--- src/rtl/seq_restoring_divider.sv ---
// Iterative unsigned restoring divider: one quotient bit per clock, start/busy/done handshake.
// Trial subtraction is an add of the complemented divisor with carry-in 1; carry-out=1 means no borrow.
module seq_restoring_divider #(
    parameter int WIDTH = 16
) (
    input  logic             clk,
    input  logic             rst_n,
    input  logic             start,
    input  logic [WIDTH-1:0] dividend,
    input  logic [WIDTH-1:0] divisor,
    output logic             busy,
    output logic             done,
    output logic [WIDTH-1:0] quotient,
    output logic [WIDTH-1:0] remainder,
    output logic             div_by_zero
);
    localparam int CW = $clog2(WIDTH + 1);

    // Handshake: start is sampled only while busy==0; done is a one-cycle pulse
    // marking quotient/remainder/div_by_zero as freshly updated, and they hold afterwards.
    typedef enum logic {S_IDLE, S_RUN} state_t;

    state_t           state_q, state_d;
    logic [CW-1:0]    cnt_q, cnt_d;
    logic [WIDTH-1:0] r_q, r_d;
    logic [WIDTH-1:0] q_q, q_d;
    logic [WIDTH-1:0] d_q, d_d;
    logic [WIDTH-1:0] quo_q, quo_d;
    logic [WIDTH-1:0] rem_q, rem_d;
    logic             dbz_q, dbz_d;
    logic             done_q, done_d;

    logic [WIDTH:0]   rs;
    logic [WIDTH:0]   diff;
    logic             carry;
    logic [WIDTH-1:0] step_r;
    logic [WIDTH-1:0] step_q;

    // One restoring step. diff < divisor whenever carry=1, so its top bit is always zero then.
    always_comb begin
        rs             = {r_q, q_q[WIDTH-1]};
        {carry, diff}  = {1'b0, rs} + {1'b0, ~{1'b0, d_q}} + {{(WIDTH + 1){1'b0}}, 1'b1};
        step_r         = carry ? diff[WIDTH-1:0] : rs[WIDTH-1:0];
        step_q         = {q_q[WIDTH-2:0], carry};
    end

    always_comb begin
        state_d = state_q;
        cnt_d   = cnt_q;
        r_d     = r_q;
        q_d     = q_q;
        d_d     = d_q;
        quo_d   = quo_q;
        rem_d   = rem_q;
        dbz_d   = dbz_q;
        done_d  = 1'b0;
        case (state_q)
            S_IDLE: begin
                if (start) begin
                    if (divisor != '0) begin
                        d_d     = divisor;
                        q_d     = dividend;
                        r_d     = '0;
                        cnt_d   = CW'(WIDTH);
                        state_d = S_RUN;
                    end else begin
                        quo_d  = '1;
                        rem_d  = dividend;
                        dbz_d  = 1'b1;
                        done_d = 1'b1;
                    end
                end
            end
            S_RUN: begin
                r_d   = step_r;
                q_d   = step_q;
                cnt_d = cnt_q - CW'(1);
                if (cnt_q == CW'(1)) begin
                    quo_d   = step_q;
                    rem_d   = step_r;
                    dbz_d   = 1'b0;
                    done_d  = 1'b1;
                    state_d = S_IDLE;
                end
            end
            default: state_d = S_IDLE;
        endcase
    end

    always_ff @(posedge clk or negedge rst_n) begin
        if (!rst_n) begin
            state_q <= S_IDLE;
            cnt_q   <= '0;
            r_q     <= '0;
            q_q     <= '0;
            d_q     <= '0;
            quo_q   <= '0;
            rem_q   <= '0;
            dbz_q   <= 1'b0;
            done_q  <= 1'b0;
        end else begin
            state_q <= state_d;
            cnt_q   <= cnt_d;
            r_q     <= r_d;
            q_q     <= q_d;
            d_q     <= d_d;
            quo_q   <= quo_d;
            rem_q   <= rem_d;
            dbz_q   <= dbz_d;
            done_q  <= done_d;
        end
    end

    assign busy        = (state_q == S_RUN);
    assign done        = done_q;
    assign quotient    = quo_q;
    assign remainder   = rem_q;
    assign div_by_zero = dbz_q;
endmodule

--- config.mk ---
export PLATFORM = sky130hd
export DESIGN_NAME = seq_restoring_divider
export DESIGN_NICKNAME = d
export VERILOG_FILES = /design/src/rtl/seq_restoring_divider.sv
export SDC_FILE = /design/constraint.sdc
export NUM_CORES = 1
export LEC_CHECK = 0
export ABC_AREA = 1
export CORE_MARGIN = 10
export CORE_UTILIZATION = 39
export CTS_CLUSTER_DIAMETER = 40
export DETAILED_ROUTE_END_ITERATION = 8
export SLEW_MARGIN = 10
export SYNTH_ARGS = -nofsm -noshare
export SYNTH_HDL_FRONTEND = slang
export SYNTH_SLANG_ARGS = --single-unit
--- constraint.sdc ---
create_clock -name clk -period 5 [get_ports clk]
set_clock_uncertainty 0.05 [all_clocks]
set_input_delay 1 -clock clk [delete_from_list [all_inputs] [get_ports clk]]
set_output_delay 1 -clock clk [all_outputs]
set_load 0.02 [all_outputs]
==> results.txt <==
PortBufs: 69
IR drop worst, VDD: 0.0002504 V
# setup viols final: 0
CTS resizes: 0
Syn_area_per_cell: 7.727 um2
Max Slew Vio Count: 0
Post-layout util: 49.44%
Hold Path End: div_by_zero
Compound-Gate Fraction of Synth Area: 11.22%
Worst-case clock buffer depth: 2
Site Rows: 40
Clk sinks: 88
Area leader, netlist: dfrtp_1
GRT overflow: 0
TritonCTS Buffers: 9
Top-level port count: 70
Hold path cells: 2
Post-Syn Instances: 625
CORE AREA: 12060 um2
Hold Buf Count CTS: 0
CP most frequent cell: nand2_1
Via density: 5.055
Setup tns final: 0 ps
Pre-antenna DRT Iters: 4
First-pass GRT wire length: 21940 um
Worst r2r src: r_q[11]
Post-synth top area share: 45.60%
Largest family of logic cells by synthesized area: simple AND/OR/NAND/NOR gates
Worst R2R Setup Slack: 2200 ps
XOR/XNOR Fraction of Synth Area: 1.813%
Slew margin rel.: 36.31%
Synthesized Nets: 679
Endpoint class of the critical path: flip-flop
Tcrit/Tclk final: 62.49%
H-tree level count: 3
Leak: 2.919 nW
Largest net degree at the start of global routing: 89
Die Y: 131.3 um
Crit-path max cell delay: 790 ps
Worst Max-Slew Pin Slew: 954.3 ps
Starting Density: 40.04%
WP data required: 5140 ps
Post-CTS Setup Inserts: 0
Share of cells above drive strength 1: 6.250%
Drt first-iter violations: 321
P per Cell Area: 787.2 nW/um2
N_diodes: 0
Aggregate global-route resource usage: 15.33%
Synth cell types: 31
Post-Syn Area: 4830 um2
Maximum Capacitance Violations: 0
Reg2reg path depth: 11
Area grow syn2layout: 23.47%
Synth warn: 0
Hold Path Class: reg -> reg
Worst skew pair latency: 340 ps
Die Wd: 131.3 um
Nets: 738
FF+latch count, synth: 88
RSZ-0062 raised after global routing: no
CTS tree: done
Cell chain of the critical path: clkdlybuf4s50_1, nor2_1, nand2_1, nor2_1, nand2_1, nand2_1, nand2_1, inv_1, a21oi_1
Adder-cell share of the synthesized area: 5.078%
ANT nets after route: 0
Die area: 17230 um2
Arr. time, crit path: 3260 ps
Global placement routability congestion: 0.8519
Final worst path period need: 3125 ps
Crit-path max FO: 30
Top delay family on crit path: buffers and inverters
Vias: 4327
DRC viols: 0
Drt wl/cell: 15.56 um
Simple-gate share of the synthesized area: 26.89%
Post-synthesis sequential area ratio: 45.60%
Crit path kind: in -> reg
R2r endpoint: remainder[7]
CTS clk-pin slew, worst paths: 60 ps
WL final: 13320 um
Vias in the first global route: 4187
Max frequency: 0.3200 GHz
DPL Wire Length: 9922 um
Status: complete, no violations
Mux contribution to synthesized area: 0%
Hold path startpoint: div_by_zero
Final Hold Fails: 0
Initial antenna violation count: 0
Synth area leaders: dfrtp_1, nand2_1, inv_1, nand3_1, ha_1
Root Buffer: clkbuf_16
Slowest-stage cell, CP: inv_1
Critical Path Start Type: input pin
Buffer and inverter count on the worst path: 2
## registers in the layout, summed over array words and instances (netlist names)
| name | cells |
|---|---|
| q_q | 16 |
| remainder | 16 |
| d_q | 16 |
| done | 1 |
| div_by_zero | 1 |
| quotient | 16 |
| cnt_q | 5 |
| r_q | 16 |
| busy | 1 |
## logic make-up after synthesis
family,Yosys count
XOR/XNOR,10
AO/OA/AOI/OAI,96
AND/OR/NAND/NOR,296
buffers and inverters,116
flip-flops,88
adder cells (fa/ha/maj),19
## how the worst max path moves through the flow
stage / from / endpoint / slack, ps / cells after the start
CTS: divisor[15] / q_q[9] / 1850 / 9
detailed placement: divisor[15] / q_q[0] / 1520 / 9
global route: divisor[15] / r_q[15] / 1640 / 10
floorplan: divisor[15] / remainder[11] / 2810 / 11
global placement: divisor[15] / q_q[8] / 1630 / 9
finish: divisor[15] / q_q[9] / 1880 / 9
## through the flow
step / worst slack [ps] / power (mW) / hold WS, ps / instances / cell area [um2]
global route: 1639 / 5.135 / 472.7 / 856 / 5963
finish: 1875 / 4.694 / 440.0 / 856 / 5963
floorplan: 2808 / 3.171 / 395.9 / 625 / 4830
CTS: 1846 / 4.717 / 445.3 / 856 / 5959
detailed placement: 1522 / 3.976 / 423.9 / 841 / 5648
global placement: 1628 / 3.916 / 421.1 / 841 / 5648
## cells in the final DEF, fill, tap and decap left out, types with 2 or more instances in the layout
master           Yosys  layout
xor2_1               7       7
nand2_1            156     156
buf_4                1       4
ha_1                18      18
a21oi_1             40      40
o21bai_1             2       2
o22ai_1             15      15
clkinv_4             0       2
a31oi_1             13      13
bufinv_16            0       2
clkdlybuf4s50_1      0      68
dfrtp_1             88      88
inv_1               91      91
clkbuf_16            0       9
and2_1               4       4
xnor2_1              3       3
nand3_1             49      49
nor2_2               1       2
or2_2               17      17
nor2_1              45      44
nand4_1             20      20
o21ai_0             22      22
## layout make-up
cell class | instances | area (um2)
fillers | 1199 | 6098
flip-flops and latches | 88 | 2202
multi-input cells | 421 | 2176
repair buffers | 73 | 721.9
inverters | 91 | 341.6
clock buffers | 10 | 229.0
well taps | 168 | 210.2
clock inverters | 5 | 82.58
## Yosys cell counts
master    instances
o21bai_1          2
nor3_1            1
o211ai_1          1
fa_1              1
buf_1             2
nand2_4           1
a31oi_1          13
a21oi_2           1
o22ai_1          15
nand3_2           1
buf_6             1
nand4_1          20
a41oi_1           1
nor2_2            1
nand2_1         156
buf_4             1
nand3_1          49
clkbuf_1         15
dfrtp_1          88
o21ai_0          22
a21oi_1          40
or2_2            17
nor2_1           45
nor3_2            1
ha_1             18
buf_2             6
inv_1            91
a21oi_4           1
and2_1            4
xnor2_1           3
xor2_1            7
## where the power goes
part           internal (mW)  switching [mW]  leakage (nW)  total [mW]
clock                  0.436           0.285         0.153       0.721
sequential              1.07           0.204          1.00        1.27
combinational           1.02            1.68          1.77        2.70
## routing by layer
layer | vias to the layer above | share of wire, % | GRT usage, %
met4 | 0 | 1.1 | 4.883
li1 | 2145 | - | -
met3 | 12 | 5.7 | 3.277
met2 | 121 | 43 | 22.90
met1 | 2049 | 50 | 21.55
met5 | - | 0 | 0
## tightest hold or removal path, stage by stage (launching register included)
cell,delay (ps)
dfrtp_1,350
nand2_1,60
nand2_1,50
No activity file was read; power rests on OpenSTA's default activity.
